[src/rtl/fetch_sequencer.sv]
// Fetch-stage redirect/stall controller: arbitrates exception, branch and jump
// redirects, holds redirects across multi-cycle freezes and inserts load-use bubbles.
module fetch_sequencer #(
  parameter logic [31:0] EXC_VEC   = 32'h0000_0004,
  parameter int unsigned FLUSH_LEN = 2
) (
  input  logic        clk,
  input  logic        rst,
  input  logic        exc_req,
  input  logic        br_req,
  input  logic [31:0] br_target,
  input  logic        jmp_req,
  input  logic [31:0] jmp_target,
  input  logic        load_use,
  input  logic        mdu_busy,
  output logic        cond,
  output logic [31:0] condNPC,
  output logic        stall,
  output logic        flush_id,
  output logic        flush_ex,
  output logic [1:0]  state_o
);

  typedef enum logic [1:0] {
    RUN    = 2'd0,
    BUBBLE = 2'd1,
    WAIT   = 2'd2
  } state_t;

  localparam logic [2:0] FLUSH_RELOAD = 3'(FLUSH_LEN - 1);

  state_t      state;
  logic        pend_v;
  logic [1:0]  pend_pri;
  logic [31:0] pend_tgt;
  logic [2:0]  flush_cnt;

  logic [1:0]  live_pri;
  logic [31:0] live_tgt;
  logic        win_v;
  logic [1:0]  win_pri;
  logic [31:0] win_tgt;

  // Live requests resolve first; pending only wins on strictly higher priority.
  always_comb begin
    live_pri = 2'd0;
    live_tgt = '0;
    if (exc_req) begin
      live_pri = 2'd3;
      live_tgt = EXC_VEC;
    end else if (br_req) begin
      live_pri = 2'd2;
      live_tgt = br_target;
    end else if (jmp_req) begin
      live_pri = 2'd1;
      live_tgt = jmp_target;
    end

    if (pend_v && (pend_pri > live_pri)) begin
      win_pri = pend_pri;
      win_tgt = pend_tgt;
    end else begin
      win_pri = live_pri;
      win_tgt = live_tgt;
    end
    win_v = (win_pri != 2'd0);
  end

  always_comb begin
    cond     = 1'b0;
    condNPC  = '0;
    stall    = 1'b0;
    flush_ex = 1'b0;
    flush_id = 1'b0;
    if (!rst) begin
      if (mdu_busy) begin
        stall = 1'b1;
      end else if (win_v) begin
        cond     = 1'b1;
        condNPC  = win_tgt;
        flush_ex = 1'b1;
      end else if (load_use && (state != BUBBLE)) begin
        stall    = 1'b1;
        flush_ex = 1'b1;
      end
      flush_id = !mdu_busy && (cond || (flush_cnt != 3'd0));
    end
  end

  assign state_o = state;

  always_ff @(posedge clk or posedge rst) begin
    if (rst) begin
      state     <= RUN;
      pend_v    <= 1'b0;
      pend_pri  <= 2'd0;
      pend_tgt  <= '0;
      flush_cnt <= '0;
    end else if (mdu_busy) begin
      state <= WAIT;
      if (win_v) begin
        pend_v   <= 1'b1;
        pend_pri <= win_pri;
        pend_tgt <= win_tgt;
      end
    end else if (win_v) begin
      state     <= RUN;
      pend_v    <= 1'b0;
      flush_cnt <= FLUSH_RELOAD;
    end else begin
      if (flush_cnt != 3'd0)
        flush_cnt <= flush_cnt - 3'd1;
      if (load_use && (state != BUBBLE))
        state <= BUBBLE;
      else
        state <= RUN;
    end
  end

endmodule

[config.mk]
export PLATFORM = sky130hd
export DESIGN_NAME = fetch_sequencer
export DESIGN_NICKNAME = d
export VERILOG_FILES = /design/src/rtl/fetch_sequencer.sv
export SDC_FILE = /design/constraint.sdc
export NUM_CORES = 1
export LEC_CHECK = 0
export CORE_MARGIN = 2
export CORE_UTILIZATION = 41
export CTS_CLUSTER_SIZE = 20
export DETAILED_ROUTE_END_ITERATION = 16
export DONT_BUFFER_PORTS = 1
export RECOVER_POWER = 25
export SYNTH_ARGS = -nofsm -noshare
export SYNTH_HDL_FRONTEND = slang
export SYNTH_SLANG_ARGS = --single-unit
[constraint.sdc]
create_clock -name clk -period 7.65 [get_ports clk]
set_input_delay 0.765 -clock clk [delete_from_list [all_inputs] [get_ports clk]]
set_output_delay 0.765 -clock clk [all_outputs]
set_load 0.01 [all_outputs]
==> results of run 1 <==
[worst max-delay path: cells and delay by family]
family / cells / cell delay [ns]
simple gates: 4 / 1.21
compound gates: 2 / 1.56
fa+ha+maj: 1 / 0.28
mux: 1 / 0.38
[metal layers]
| layer | global-route usage | part of all wire | vias up |
|---|---|---|---|
| met3 | 0.0472 | 0.083 | 5 |
| met2 | 0.264 | 0.43 | 88 |
| li1 | - | - | 1000 |
| met1 | 0.252 | 0.48 | 959 |
| met5 | 0 | 0 | - |
| met4 | 0.0433 | 0.0086 | 0 |
[how the worst max path moves through the flow]
stage	end	slack, ns	depth (start not counted)
after floorplan	cond	4.01	12
after global placement	condNPC[2]	2.67	8
after detailed placement	condNPC[2]	2.61	8
after CTS	condNPC[2]	2.61	8
after global routing	condNPC[2]	2.44	8
final	condNPC[2]	2.68	8
[logic make-up (layout without fill, tap and decap cells)]
group                      after synthesis  count (layout)  synth area share
adders and majority gates                4               4            0.0189
AOI/OAI and AO/OA                       75              75             0.184
buffers and inverters                   33              17            0.0628
muxes                                   34              34             0.179
DFF                                     40              40             0.378
and+or+nand+nor                        116             116             0.178
[layout make-up]
cell class / instances / share of cell area
clock buffers: 6 / 0.0304
clock inverters: 2 / 0.00368
inverters: 7 / 0.00967
multi-input cells: 229 / 0.547
flip-flops and latches: 40 / 0.368
well taps: 77 / 0.0355
repair buffers: 2 / 0.00552
[metrics by stage]
stage	cells	hold WS (ns)	instance area (um^2)	power (uW)	util
final	363	0.499	2720	571	0.430
after global routing	363	0.482	2720	605	0.430
after CTS	363	0.492	2720	578	0.430
after detailed placement	355	0.491	2630	431	0.416
after global placement	355	0.489	2630	428	0.416
after floorplan	302	0.466	2650	411	-
[Yosys cell counts]
library cell | count | share of area
o21a_1 | 2 | 0.0057
a22o_1 | 1 | 0.0033
nor2_1 | 37 | 0.052
nor2b_1 | 3 | 0.0071
and3_1 | 1 | 0.0024
a211o_1 | 1 | 0.0033
or3_1 | 1 | 0.0024
nand2_1 | 65 | 0.092
dfrtp_1 | 40 | 0.38
a21oi_1 | 33 | 0.062
o211a_1 | 1 | 0.0038
o21bai_1 | 1 | 0.0028
ha_1 | 4 | 0.019
nor4_1 | 1 | 0.0024
nand2b_1 | 2 | 0.0047
a211oi_1 | 1 | 0.0028
mux2_4 | 25 | 0.14
buf_2 | 4 | 0.0076
o211ai_2 | 1 | 0.0047
or2_2 | 2 | 0.0047
a221oi_1 | 1 | 0.0033
mux2i_1 | 1 | 0.0038
buf_6 | 5 | 0.021
nor3b_1 | 2 | 0.0057
inv_1 | 7 | 0.0099
o21ai_0 | 2 | 0.0038
nor3_1 | 2 | 0.0038
mux2_2 | 8 | 0.034
clkbuf_1 | 17 | 0.024
a22oi_1 | 31 | 0.088
[state kept, by name (all words and copies together), names as in the netlist]
register,count
pend_tgt,32
flush_cnt,3
pend_pri,2
state_o,2
pend_v,1
[placed cells by master, fill, tap and decap left out, drive strengths merged]
cell    synthesis  routed
dfrtp          40      40
mux2           33      33
inv             7       7
buf             9       2
o211a           1       1
a211o           1       1
nand2          65      65
or2             2       2
nor3            2       2
o211ai          1       1
a21oi          33      33
nor4            1       1
o21a            2       2
clkbuf         17       6
nor3b           2       2
a221oi          1       1
a22o            1       1
a22oi          31      31
clkinv          0       2
nor2           37      37
and3            1       1
nor2b           3       3
mux2i           1       1
ha              4       4
o21bai          1       1
or3             1       1
nand2b          2       2
a211oi          1       1
o21ai           2       2
[power breakdown]
group          internal (uW)  switching (uW)  total [uW]
registers                244            18.3         263
clock network           72.0            74.3         146
logic                   73.0            89.4         162
==> results by group, run 1 <==
Run status
  – Status: finished with violations
  – Failing checks: capacitance limit, slew limit

Critical path
  – Worst R2R Start: pend_pri[1]
  – Peak fanout along the critical path: 33
  – Worst setup path startpoint: jmp_req
  – Slowest-stage cell, CP: o211a_1
  – Reg2Reg Setup Slack: 4.75 ns
  – Top cell by count, worst path: nand2_1
  – Cells along the critical path: nor2b_2, or2_2, ha_1, nand2_1, o211a_1, mux2_4, nand2_1, a211oi_1
  – Reg2Reg Capture Point: pend_tgt[26]
  – Critical path data arrival time: 4.20 ns
  – Type of destination of the critical path: output port
  – Startpoint types: primary input
  – Data required time of the critical path: 6.88 ns
  – Critical path type: in -> out
  – R2R depth: 6
  – Crit path largest cell delay: 0.86 ns

Placement
  – Weighted congestion at the end of routability-driven global placement: 0.705
  – Port Buffers: 0
  – Minimum setup slack after placement: 2.61 ns
  – HPWL after DPL: 4.12 mm

Timing
  – Number of failing hold endpoints at the final stage: 0
  – Headroom to the max-slew limit: -0.0294
  – Shortest period the worst path allows: 4.97 ns
  – Final period util: 0.649
  – Slew of the pin with the lowest slew margin: 1.54 ns
  – Max Freq: 201 MHz
  – Setup TNS after final layout: 0 ns
  – Setup repair after global routing missed its margin: no
  – Count of pins over their slew limit: 42
  – Fin worst setup slack: 2.68 ns
  – Setup-violating endpoint count in the final report: 0
  – Worst Clk Skew: 0.00490 ns

Synth
  – Post-Syn Nets: 377
  – Cell count after synthesis: 302
  – Average instance area after synthesis: 8.77 um^2
  – Syn Std Cell Area: 0.00265 mm^2
  – Sequential-to-total area share from yosys stat: 0.378
  – Number of distinct standard cells referenced by the synthesized netlist: 30
  – Count of warnings emitted by yosys: 0
  – Flop and latch count out of synthesis: 40

Global routing
  – Antenna violations before repair: 0
  – Global-route wire length before repair: 10.1 mm
  – Global router's overall resource usage: 0.175
  – Pin count of the biggest net entering global routing: 42
  – Vias in the first global route: 1976
  – Aggregate global routing overflow: 0

Final layout
  – Share of post-route cells with drive strength above 1: 0.168
  – FILL cells: 647
  – Sequential cell area in the final layout: 0.00100 mm^2
  – Area of the multi-input gates: 0.00149 mm^2
  – Number of antenna cells inserted: 0
  – Layout Area Growth over Synthesis: 2.55%
  – Final layout net count: 360

Floorplan
  – Ports placed on the boundary: 109
  – Initial core utilization: 0.420
  – Chip height: 84.4 um
  – Die span in x: 84.4 um
  – Area of the die: 0.00712 mm^2
  – Std-Cell Core Area: 0.00631 mm^2
  – Number of placement rows: 29

Clock network
  – Quantity of gates resized following cts: 0
  – Clock Pin Slew Worst Setup and Hold Paths: 0.08 ns
  – Root buf cell: clkbuf_8
  – CTS tree: built
  – Postcts setup bufs: 0
  – CTS max path bufs: 2
  – Clock network latency to the later pin of the worst-skew pair: 0.29 ns
  – Clock buffer count from CTS: 5
  – Cts hold-fix bufs: 0
  – Total number of H-tree levels: 2
  – Clock sink count: 40

Route
  – Vias: 2052
  – Number of routed nets with antenna violations: 0
  – Number of iterations in the first detailed-routing pass: 4
  – Detailed-route wire length per cell: 17.3 um
  – Mean number of vias per cell: 5.65
  – First DRT Iteration DRCs: 71
  – Post-detailed-routing wire length: 6.30 mm
  – DRC: 0

Min path
  – HP Class: in -> reg
  – Number of stages on the worst hold path: 0
  – Hold Startpoint: mdu_busy
  – Endpoint, Worst Hold: state_o[1]

Pwr
  – Leakage power figure: 0.00117 uW
  – Total power divided by cell area: 210 mW/mm^2
  – Peak VDD IR: 0.000108 V

Flow run
  – Max-cap violation count: 1
No activity file was read; power rests on OpenSTA's default activity.
==> run 2: changes to the inputs <==
Clock period 7.65 ns to 4.45 ns, I/O delays scaled along.
==> results by group, run 2 (synthesis results as in run 1) <==
Global routing
  – Pin count of the biggest net entering global routing: 42 (unchanged)
  – Antenna violations before repair: 0 (unchanged)
  – Global-route wire length before repair: 10.1 mm (about the same)
  – Layer carrying the most global-route usage: met2 (unchanged)
  – GR Util met3: 0.0521 (was 0.0472)
  – Fraction of met1 tracks used by global routing: 0.245 (was 0.252)
  – Global router's overall resource usage: 0.178 (was 0.175)
  – Met2 track demand over resource in global routing: 0.279 (was 0.264)
  – Vias in the first global route: 2096 (was 1976)
  – Aggregate global routing overflow: 0 (unchanged)

Critical path
  – Data required time of the critical path: 4.01 ns (was 6.88 ns)
  – Startpoint types: primary input (unchanged)
  – Top cell by count, worst path: buf_4 (was nand2_1)
  – Peak fanout along the critical path: 18 (was 33)
  – Critical path type: in -> out (unchanged)
  – Type of destination of the critical path: output port (unchanged)
  – Slowest-stage cell, CP: nand2_1 (was o211a_1)
  – Cells along the critical path: nor2b_2, or2_2, ha_1, nor2b_1, o211a_1, mux2_4, nand2_1, buf_4, a21oi_1, buf_4 (was nor2b_2, or2_2, ha_1, nand2_1, o211a_1, mux2_4, nand2_1, a211oi_1)
  – Critical path data arrival time: 2.84 ns (was 4.20 ns)
  – Crit path largest cell delay: 0.48 ns (was 0.86 ns)

Final layout
  – Layout Area Growth over Synthesis: 12.7% (was 2.55%)
  – Post-layout instance count excluding filler cells: 397 (was 363)
  – Post-layout instance area: 0.00299 mm^2 (was 0.00272 mm^2)
  – Leading cell types in the layout, fill and taps excluded: nand2_1, dfrtp_1, nor2_1 (unchanged)
  – Flip-flop count of the largest register after layout: 32 (unchanged)
  – Final layout net count: 394 (was 360)
  – Largest registers: pend_tgt x32, flush_cnt x3 (unchanged)
  – Register with the highest flop count: pend_tgt (unchanged)
  – Number of antenna cells inserted: 0 (unchanged)
  – Share of post-route cells with drive strength above 1: 0.253 (was 0.168)
  – FILL cells: 623 (was 647)
  – Leading cell type in the layout, fill and taps excluded: nand2_1 (unchanged)

Route
  – Detailed-route wire length per cell: 16.0 um (was 17.3 um)
  – Number of iterations in the first detailed-routing pass: 4 (unchanged)
  – Post-detailed-routing wire length: 6.33 mm (was 6.30 mm)
  – Mean number of vias per cell: 5.54 (was 5.65)
  – DRC: 0 (unchanged)
  – Vias: 2201 (was 2052)
  – Number of routed nets with antenna violations: 0 (unchanged)
  – First DRT Iteration DRCs: 79 (was 71)

Timing
  – Worst Clk Skew: 0.00585 ns (was 0.00490 ns)
  – Slew of the pin with the lowest slew margin: 1.52 ns (was 1.54 ns)
  – Headroom to the max-slew limit: -0.0171 (was -0.0294)
  – Final period util: 0.738
  – Setup repair after global routing missed its margin: no (unchanged)
  – Shortest period the worst path allows: 3.28 ns
  – Max Freq: 305 MHz
  – Setup TNS after final layout: 0 ns (unchanged)
  – Setup-violating endpoint count in the final report: 0 (unchanged)
  – Number of failing hold endpoints at the final stage: 0 (unchanged)
  – Count of pins over their slew limit: 42 (unchanged)

Clock network
  – Root buf cell: clkbuf_8 (unchanged)
  – Quantity of gates resized following cts: 0 (unchanged)
  – CTS tree: built (unchanged)
  – Clock Pin Slew Worst Setup and Hold Paths: 0.07 ns (was 0.08 ns)
  – Postcts setup bufs: 0 (unchanged)
  – Cts hold-fix bufs: 0 (unchanged)
  – Clock sink count: 40 (unchanged)
  – Total number of H-tree levels: 2 (unchanged)
  – Clock buffer count from CTS: 5 (unchanged)
  – CTS max path bufs: 2 (unchanged)
  – Clock network latency to the later pin of the worst-skew pair: 0.29 ns (about the same)

Flow run
  – Max-cap violation count: 1 (unchanged)

Floorplan
  – Number of placement rows: 29 (unchanged)
  – Die span in x: 84.4 um (unchanged)
  – Initial core utilization: 0.420 (unchanged)
  – Ports placed on the boundary: 109 (unchanged)
  – Std-Cell Core Area: 0.00631 mm^2 (unchanged)
  – Chip height: 84.4 um (unchanged)
  – Area of the die: 0.00712 mm^2 (unchanged)

Placement
  – Placed Area: 0.00288 mm^2 (was 0.00263 mm^2)
  – Weighted congestion at the end of routability-driven global placement: 0.732 (was 0.705)
  – Placed instance count: 389 (was 355)
  – HPWL after DPL: 4.29 mm (was 4.12 mm)
  – Port Buffers: 0 (unchanged)

Pwr
  – Clock Power Share: 0.277 (was 0.256)
  – Peak VDD IR: 0.000183 V (was 0.000108 V)
  – Leakage power figure: 0.00135 uW (was 0.00117 uW)
  – Psw: 311 uW (was 182 uW)
  – Int Power: 729 uW (was 389 uW)
  – Combinational share of power: 0.288 (was 0.284)
  – Seq pwr share: 0.435 (was 0.460)
  – Total power divided by cell area: 348 mW/mm^2 (was 210 mW/mm^2)
  – Switching fraction of total power: 0.299 (was 0.319)

Run status
  – Failing checks: capacitance limit, slew limit (unchanged)
  – Status: finished with violations (unchanged)

Min path
  – HP Class: in -> reg (unchanged)
[run 2: changes by cell type in the layout (fill, tap and decap cells not counted), sizes merged]
cell    change
bufinv      +1
buf        +34
clkinv      -1
[run 2: path summary, 6_finish.rpt]
kind	from	end	depth (start not counted)	slack [ns]
max	jmp_req	condNPC[16]	10	1.17
min	mdu_busy	state_o[1]	0	0.18
max reg2reg	pend_pri[1]	pend_tgt[28]	5	1.95
min reg2reg	flush_cnt[1]	flush_cnt[1]	1	0.51
max in group asynchronous	rst	pend_tgt[10]	1	3.05
min in group asynchronous	rst	flush_cnt[2]	1	0.50
[run 2: through the flow]
step	utilization	hold WS [ns]	power [uW]	setup WS (ns)
2_1_floorplan	-	0.466	706	1.45
3_3_place_gp	0.456	0.477	754	1.20
3_5_place_dp	0.456	0.477	761	1.15
4_1_cts	0.473	0.169	1060	1.14
5_1_grt	0.473	0.161	1110	1.02
6_report	0.473	0.181	1040	1.17
[run 2: worst max-delay path: cells and delay by family]
| family | cells | cell delay, ns |
|---|---|---|
| compound gates | 2 | 0.28 |
| buf+inv | 2 | 0.48 |
| mux | 1 | 0.36 |
| fa+ha+maj | 1 | 0.18 |
| simple gates | 4 | 1.09 |
[run 2: cell type report]
type / count / area, um^2 / share of cell area
clock buffers: 6 / 72.6 / 0.0243
clock inverters: 2 / 35.0 / 0.0117
inverters: 7 / 26.3 / 0.00879
multi-input cells: 229 / 1490 / 0.497
flip-flops and latches: 40 / 1000 / 0.335
well taps: 77 / 96.3 / 0.0322
repair buffers: 36 / 270 / 0.0905
[run 2: per-layer routing]
metal	vias to the layer above	routed length, um
met1	1038	2960
met4	0	62
met3	6	422
li1	1070	-
met2	87	2890
met5	-	0
[run 2: power by group through the flow]
stage | Sequential [uW] | Combinational [uW] | Clock [uW]
6_report | 452 | 299 | 288
5_1_grt | 458 | 332 | 315
4_1_cts | 451 | 305 | 301
3_5_place_dp | 457 | 304 | 0
3_3_place_gp | 456 | 298 | 0
2_1_floorplan | 449 | 257 | 0
